[src/rtl/fetch_unit_pkg.sv]
// ============================================================================
// Module   : fetch_unit_pkg
// Purpose  : Shared types and constants for the instruction fetch stage:
//            FSM state encoding, instruction width and PC increment.
// Ports    : none (package)
// Revision : 1.0  initial release
// ============================================================================
`default_nettype none

package fetch_unit_pkg;

   localparam int FETCH_STATE_WIDTH = 1;
   localparam int INSTR_WIDTH       = 32;
   localparam int PC_STEP           = 4;

   typedef enum logic [FETCH_STATE_WIDTH-1:0] {
      FETCH_RUN   = 1'b0,
      FETCH_DRAIN = 1'b1
   } fetch_state_e;

endpackage : fetch_unit_pkg

`default_nettype wire

[src/rtl/fetch_unit_sync_fifo.sv]
// ============================================================================
// Module   : fetch_unit_sync_fifo
// Purpose  : Single-clock show-ahead FIFO. The head entry is visible on
//            o_data whenever o_empty is low. A push while full is accepted
//            only when a pop happens in the same cycle. i_flush empties the
//            FIFO synchronously and overrides any push/pop in that cycle.
// Ports    : i_clk, i_rst           clock, synchronous active-high reset
//            i_flush                drop all entries
//            i_push, i_data         write side
//            i_pop                  consume head entry
//            o_data                 head entry (show-ahead)
//            o_full, o_empty        status flags
//            o_count                number of stored entries
// Revision : 1.0  initial release
// ============================================================================
`default_nettype none

module fetch_unit_sync_fifo #(
   parameter int WIDTH = 32,
   parameter int DEPTH = 2
) (
   input  logic                     i_clk,
   input  logic                     i_rst,
   input  logic                     i_flush,
   input  logic                     i_push,
   input  logic [WIDTH-1:0]         i_data,
   input  logic                     i_pop,
   output logic [WIDTH-1:0]         o_data,
   output logic                     o_full,
   output logic                     o_empty,
   output logic [$clog2(DEPTH):0]   o_count
);

   localparam int AW = $clog2(DEPTH);
   localparam logic [AW:0] FULL_COUNT = (AW+1)'(DEPTH);

   logic [WIDTH-1:0] mem_q [DEPTH];
   logic [AW-1:0]    rd_ptr_q;
   logic [AW-1:0]    wr_ptr_q;
   logic [AW:0]      count_q;
   logic             w_do_push;
   logic             w_do_pop;

   assign o_empty   = (count_q == '0);
   assign o_full    = (count_q == FULL_COUNT);
   assign o_count   = count_q;
   assign o_data    = mem_q[rd_ptr_q];

   assign w_do_pop  = i_pop & ~o_empty;
   assign w_do_push = i_push & (~o_full | w_do_pop);

   // Storage is not reset; only pointers and count carry control meaning.
   always_ff @(posedge i_clk) begin
      if (w_do_push && !i_flush) begin
         mem_q[wr_ptr_q] <= i_data;
      end
   end

   always_ff @(posedge i_clk) begin
      if (i_rst || i_flush) begin
         rd_ptr_q <= '0;
         wr_ptr_q <= '0;
         count_q  <= '0;
      end else begin
         if (w_do_push) begin
            wr_ptr_q <= wr_ptr_q + 1'b1;
         end
         if (w_do_pop) begin
            rd_ptr_q <= rd_ptr_q + 1'b1;
         end
         if (w_do_push && !w_do_pop) begin
            count_q <= count_q + 1'b1;
         end else if (!w_do_push && w_do_pop) begin
            count_q <= count_q - 1'b1;
         end
      end
   end

endmodule : fetch_unit_sync_fifo

`default_nettype wire

[src/rtl/fetch_unit.sv]
// ============================================================================
// Module   : fetch_unit
// Purpose  : Instruction fetch stage. Holds the PC, issues word requests to
//            instruction memory (request/grant, in-order responses of any
//            latency), buffers returned words in a prefetch FIFO and presents
//            {pc, instr} to decode. A redirect from execute flushes the FIFO
//            and drops every response still owed to wrong-path requests.
// Ports    : i_clk, i_rst                 clock, synchronous active-high reset
//            o_imem_req, o_imem_addr      request to instruction memory
//            i_imem_gnt                   request accepted
//            i_imem_rvalid, i_imem_rdata  in-order response word
//            o_valid, o_instr, o_pc       entry presented to decode
//            i_ready                      decode consumes the head entry
//            i_redirect, i_redirect_pc    taken branch/jump target
// Revision : 1.0  initial release
// ============================================================================
`default_nettype none

module fetch_unit
   import fetch_unit_pkg::*;
#(
   parameter int                ADDR_W   = 32,
   parameter logic [ADDR_W-1:0] RESET_PC = {ADDR_W{1'b0}},
   parameter int                DEPTH    = 2
) (
   input  logic                    i_clk,
   input  logic                    i_rst,
   output logic                    o_imem_req,
   output logic [ADDR_W-1:0]       o_imem_addr,
   input  logic                    i_imem_gnt,
   input  logic                    i_imem_rvalid,
   input  logic [INSTR_WIDTH-1:0]  i_imem_rdata,
   output logic                    o_valid,
   input  logic                    i_ready,
   output logic [INSTR_WIDTH-1:0]  o_instr,
   output logic [ADDR_W-1:0]       o_pc,
   input  logic                    i_redirect,
   input  logic [ADDR_W-1:0]       i_redirect_pc
);

   localparam int                CNT_W     = $clog2(DEPTH) + 1;
   localparam int                ENT_W     = ADDR_W + INSTR_WIDTH;
   localparam logic [CNT_W:0]    OCC_LIMIT = (CNT_W+1)'(DEPTH);
   localparam logic [ADDR_W-1:0] STEP      = ADDR_W'(PC_STEP);
   localparam logic [ADDR_W-1:0] ALIGN_MSK = ~(ADDR_W'(3));

   fetch_state_e        state_q, state_d;
   logic [ADDR_W-1:0]   pc_q, pc_d;
   logic [CNT_W-1:0]    inflight_q, inflight_d;
   logic [CNT_W-1:0]    discard_q, discard_d;

   logic                w_req;
   logic                w_gnt;
   logic                w_rsp;
   logic [CNT_W:0]      w_occupancy;
   logic [ADDR_W-1:0]   w_redirect_pc;
   logic                w_head_valid;

   logic                w_fifo_push;
   logic                w_fifo_pop;
   logic                w_fifo_flush;
   logic                w_fifo_full;
   logic                w_fifo_empty;
   logic [CNT_W-1:0]    w_fifo_count;
   logic [ENT_W-1:0]    w_fifo_wdata;
   logic [ENT_W-1:0]    w_fifo_rdata;

   logic [ADDR_W-1:0]   w_aq_addr;
   logic                w_aq_full;
   logic                w_aq_empty;
   logic [CNT_W-1:0]    w_aq_count;
   logic                w_unused;

   // Words owed by memory plus words buffered never exceed DEPTH, so the
   // FIFO always has room for every response that can arrive.
   assign w_occupancy   = {1'b0, inflight_q} + {1'b0, w_fifo_count};
   assign w_req         = ~i_rst & (state_q == FETCH_RUN) & (w_occupancy < OCC_LIMIT);
   assign w_gnt         = w_req & i_imem_gnt;
   assign w_rsp         = i_imem_rvalid;
   assign w_redirect_pc = i_redirect_pc & ALIGN_MSK;

   assign o_imem_req    = w_req;
   assign o_imem_addr   = i_rst ? RESET_PC : pc_q;

   // Outputs read as the reset values while reset is applied, whatever
   // state the registers were left in.
   assign w_head_valid  = ~i_rst & ~w_fifo_empty;
   assign o_valid       = w_head_valid;
   assign o_pc          = w_head_valid ? w_fifo_rdata[ENT_W-1 -: ADDR_W] : RESET_PC;
   assign o_instr       = w_head_valid ? w_fifo_rdata[INSTR_WIDTH-1:0] : '0;

   // A redirect flushes the FIFO, so a same-cycle pop has no effect.
   assign w_fifo_pop    = w_head_valid & i_ready & ~i_redirect;
   assign w_fifo_wdata  = {w_aq_addr, i_imem_rdata};

   // Address queue: one entry per granted request, retired by its response
   // (kept or discarded), so its head is always the address of the word
   // currently returning.
   fetch_unit_sync_fifo #(
      .WIDTH (ADDR_W),
      .DEPTH (DEPTH)
   ) u_addr_q (
      .i_clk   (i_clk),
      .i_rst   (i_rst),
      .i_flush (1'b0),
      .i_push  (w_gnt),
      .i_data  (pc_q),
      .i_pop   (w_rsp),
      .o_data  (w_aq_addr),
      .o_full  (w_aq_full),
      .o_empty (w_aq_empty),
      .o_count (w_aq_count)
   );

   fetch_unit_sync_fifo #(
      .WIDTH (ENT_W),
      .DEPTH (DEPTH)
   ) u_prefetch_q (
      .i_clk   (i_clk),
      .i_rst   (i_rst),
      .i_flush (w_fifo_flush),
      .i_push  (w_fifo_push),
      .i_data  (w_fifo_wdata),
      .i_pop   (w_fifo_pop),
      .o_data  (w_fifo_rdata),
      .o_full  (w_fifo_full),
      .o_empty (w_fifo_empty),
      .o_count (w_fifo_count)
   );

   assign w_unused = ^{w_aq_full, w_aq_empty, w_aq_count, w_fifo_full};

   always_comb begin
      state_d      = state_q;
      pc_d         = pc_q;
      inflight_d   = inflight_q;
      discard_d    = discard_q;
      w_fifo_push  = 1'b0;
      w_fifo_flush = 1'b0;

      case (state_q)
         FETCH_RUN: begin
            if (w_gnt) begin
               pc_d = pc_q + STEP;
            end
            inflight_d  = inflight_q + CNT_W'(w_gnt) - CNT_W'(w_rsp);
            w_fifo_push = w_rsp & ~i_redirect;
            if (i_redirect) begin
               // Everything still owed after this cycle (including a grant
               // taken right now) belongs to the wrong path.
               w_fifo_flush = 1'b1;
               pc_d         = w_redirect_pc;
               discard_d    = inflight_d;
               if (inflight_d != '0) begin
                  state_d = FETCH_DRAIN;
               end
            end
         end

         FETCH_DRAIN: begin
            if (w_rsp) begin
               inflight_d = inflight_q - CNT_W'(1);
               discard_d  = discard_q - CNT_W'(1);
               if (discard_q == CNT_W'(1)) begin
                  state_d = FETCH_RUN;
               end
            end
            if (i_redirect) begin
               pc_d         = w_redirect_pc;
               w_fifo_flush = 1'b1;
            end
         end

         default: begin
            state_d = FETCH_RUN;
         end
      endcase
   end

   always_ff @(posedge i_clk) begin
      if (i_rst) begin
         state_q    <= FETCH_RUN;
         pc_q       <= RESET_PC;
         inflight_q <= '0;
         discard_q  <= '0;
      end else begin
         state_q    <= state_d;
         pc_q       <= pc_d;
         inflight_q <= inflight_d;
         discard_q  <= discard_d;
      end
   end

endmodule : fetch_unit

`default_nettype wire

[config.mk]
export PLATFORM = sky130hd
export DESIGN_NAME = fetch_unit
export DESIGN_NICKNAME = d
export VERILOG_FILES = /design/src/rtl/fetch_unit_pkg.sv /design/src/rtl/fetch_unit_sync_fifo.sv /design/src/rtl/fetch_unit.sv
export SDC_FILE = /design/constraint.sdc
export NUM_CORES = 1
export LEC_CHECK = 0
export CAP_MARGIN = 20
export CORE_MARGIN = 2
export CORE_UTILIZATION = 44
export DETAILED_ROUTE_END_ITERATION = 8
export MAX_ROUTING_LAYER = met4
export PLACE_DENSITY = 0.76
export SYNTH_ARGS = -nofsm -noshare
export SYNTH_HDL_FRONTEND = slang
export SYNTH_SLANG_ARGS = --single-unit
[constraint.sdc]
create_clock -name i_clk -period 10.9 [get_ports i_clk]
set_input_delay 2.725 -clock i_clk [delete_from_list [all_inputs] [get_ports i_clk]]
set_output_delay 2.725 -clock i_clk [all_outputs]
set_load 0.005 [all_outputs]
==> flow_metrics.py <==
metrics = {
    "final_layout": {
        "drive_gt1_frac": 0.0899,
        "antennaDiodeCount": 0,
        "syn_to_final_growth_pct": 26.7,
        "fin_nets": 962,
        "finalInstanceArea_sq_mm": 0.0122,
        "instances_no_fill": 1181,
        "utilization": 0.564,
    },
    "die": {
        "initial_utilization": 0.445,
        "rows": 54,
        "dieArea_sq_mm": 0.0231,
        "die_y_um": 152,
        "ios": 168,
        "core_area_sq_mm": 0.0216,
        "dieWidth_um": 152,
    },
    "detailed_routing": {
        "vias": 6282,
        "drtIter0Drc": 446,
        "ant_nets": 0,
        "wl_per_cell_um": 17.4,
        "firstDrtPassIters": 5,
        "drc": 0,
        "wl_um": 20600,
        "via_per_inst": 5.32,
    },
    "synthesis": {
        "synthMuxAreaShare": 0.101,
        "synth_area_sq_mm": 0.00963,
        "async_reset_ff_frac": 0,
        "yosysMostFrequentCell": "edfxtp_1",
        "synthTopCellsByArea": "edfxtp_1, dfxtp_1, mux2i_1",
        "yosysWarnings": 0,
        "synth-main-ff-cell": "edfxtp_1",
        "synthCells": 736,
        "synth_xor_area_frac": 0.0136,
        "yosys.area.top_type": "edfxtp_1",
        "synth_enable_flop_cells": 184,
        "ys_seq_area_frac": 0.668,
        "synth-seq-cells": 229,
        "synth_cell_types": 52,
        "synth_commonest_cells": "edfxtp_1, nor2_1, mux2i_1, dfxtp_1, nand2_1",
        "syn_avg_cell_area_sq_um": 13.1,
        "synth_top_family_by_area": "simple AND/OR/NAND/NOR gates",
        "synth_top_area_frac": 0.574,
        "synth_fa_ha_area_frac": 0.00988,
        "synth_compound_area_frac": 0.0630,
        "synth_simple_gate_area_frac": 0.120,
    },
    "clock_tree": {
        "root_buffer": "clkbuf_16",
        "clk_latency_ns": 0.51,
        "cts_setup_buffers": 0,
        "cts_resized": 0,
        "cts_hold_buf": 0,
        "cts_inserted_buffers": 23,
        "path_clk_slew_ns": 0.06,
        "cts_tree": "built",
        "cts.htree.levels": 1,
        "clock-sinks": 229,
        "cts.path.max_buffers": 3,
    },
    "worst_setup_path": {
        "reg2regPathDepth": 6,
        "critPathArrivalTime_ns": 4.77,
        "critPathTopFamily": "buffers and inverters",
        "path_cells": "buf_2 > buf_4 > or2_2 > buf_4 > nor2_1 > clkdlybuf4s50_1",
        "start_kind": "input port",
        "r2r_start": "u_prefetch_q.o_count[0]",
        "required_ns": 8.18,
        "path_common_cell": "buf_4",
        "crit_buf_inv": 4,
        "end_kind": "output port",
        "path_class": "in -> out",
        "ff2ff_setup_slack_ns": 7.65,
        "crit_fanout": 62,
        "cp.depth": 6,
        "slowest_stage": "buf_4",
        "cp_slowest_stage_delay_ns": 0.53,
        "r2r-end": "pc_q[24]",
    },
    "placement": {
        "dp.cells": 1140,
        "place_congestion": 0.843,
        "port-buffer-count": 161,
        "place_area_sq_mm": 0.0115,
        "place.detailed.hpwl_um": 13100,
    },
    "global_route": {
        "grtUsageMet1": 0.238,
        "overflow": 0,
        "grt_max_degree": 63,
        "groute.usage.overall": 0.182,
        "use_met2": 0.299,
        "antenna_found_initial": 0,
        "gr-usage-met3": 0.0237,
        "grt_pass1_vias": 6059,
        "grt-busiest-layer": "met2",
        "grt_pass1_wl_um": 33100,
    },
    "sta": {
        "fmax_mhz": 133,
        "finalSetupViolCount": 0,
        "worstMarginPinSlew_ns": 1.12,
        "clock_skew_ns": 0.0121,
        "period_share": 0.687,
        "fin_crit_ns": 7.49,
        "rsz0062_at_grt": "no",
        "fin_setup_tns_ns": 0,
        "drv_slew": 0,
        "final_hold_viol_count": 0,
        "max_slew_margin": 0.252,
    },
    "power_and_ir_drop": {
        "p_per_area_mw_per_mm2": 179,
        "combPwrFrac": 0.145,
        "intPower_w": 0.00166,
        "sequentialPowerShare": 0.505,
        "total_power_w": 0.00218,
        "p_sw_frac": 0.242,
        "p_sw_w": 0.000528,
        "power.leakage_nw": 3.93,
        "clkPwrFrac": 0.350,
        "ir_drop_uv": 96.9,
    },
    "worst_hold_path": {
        "worstHoldEndpoint": "u_addr_q.o_count[1]",
        "min_path_type": "reg -> reg",
        "hp-start": "u_addr_q.o_count[1]",
        "hold_depth": 2,
    },
    "flow_run": {
        "maxCapViolations": 0,
    },
    "run_status": {
        "status": "finished, final reports clean",
    },
}
[cells in the final DEF, fill, tap and decap left out, types with 11 or more instances in the layout]
cell type,netlist,routed
nand3_1,11,11
dfxtp_1,45,44
edfxtp_1,184,184
mux2i_1,63,63
nand4_1,15,15
nor2_1,100,100
o21ai_0,33,33
nand2_1,39,39
a21oi_1,18,18
clkbuf_16,0,23
mux2_2,30,30
clkdlybuf4s50_1,0,160
nor2b_1,34,32
[worst max path at each step]
stage	endpoint	slack, ns	startpoint
3_5_place_dp	o_pc[21]	3.37	i_rst
4_1_cts	o_pc[21]	3.37	i_rst
2_1_floorplan	u_prefetch_q.mem_q[0][0]	4.06	i_redirect
6_report	o_pc[24]	3.41	i_rst
3_3_place_gp	o_pc[12]	3.40	i_rst
5_1_grt	o_pc[13]	3.20	i_rst
[power groups by stage]
stage	clock, W	combinational (W)	sequential, W
after floorplan	0	0.000218	0.00110
after global routing	0.000815	0.000355	0.00111
after detailed placement	0	0.000319	0.00112
final	0.000765	0.000318	0.00110
after CTS	0.000783	0.000322	0.00110
after global placement	0	0.000311	0.00111
[layout make-up]
cell class	count	area [sq um]
multi-input cells	455	2980
repair buffers	170	1670
fillers	1738	9430
well taps	280	350
clock inverters	6	90.1
inverters	6	22.5
flip-flops and latches	229	6430
clock buffers	35	641
[worst min-delay path, cell delays in order, from the launching register on]
cell and delay (ns):
dfxtp_1 0.33, o21ai_0 0.07, a21oi_1 0.06
[kinds of logic (layout without fill, tap and decap cells)]
kind of cell	Yosys count	count (layout)
AOI/OAI and AO/OA	97	97
other	1	4
and+or+nand+nor	239	239
muxes	93	93
buffers and inverters	55	217
DFF	229	229
adders and majority gates	7	7
xor gates and xnor gates	15	15
[through the flow]
stage / hold WS [ns] / worst slack [ns]
final: 0.508 / 3.41
after global routing: 0.544 / 3.20
after CTS: 0.505 / 3.37
after detailed placement: 0.493 / 3.37
after global placement: 0.485 / 3.40
after floorplan: 0.424 / 4.06
[flip-flops by register name (all words and copies together) (netlist names), named ones only]
| register | flops |
|---|---|
| u_prefetch_q.o_count | 2 |
| u_prefetch_q.mem_q | 124 |
| u_addr_q.o_count | 2 |
| u_prefetch_q.rd_ptr_q | 1 |
| u_addr_q.wr_ptr_q | 1 |
| inflight_q | 2 |
| discard_q | 2 |
| u_addr_q.mem_q | 60 |
| state_q | 1 |
| u_prefetch_q.wr_ptr_q | 1 |
| pc_q | 30 |
| u_addr_q.rd_ptr_q | 1 |
[layer usage]
metal | wire length (um) | vias to the layer above
met4 | 480 | 0
met5 | 0 | -
met3 | 1080 | 34
li1 | - | 3012
met1 | 8890 | 3037
met2 | 10100 | 199
Note: power is estimated with default switching activity, not from simulation.
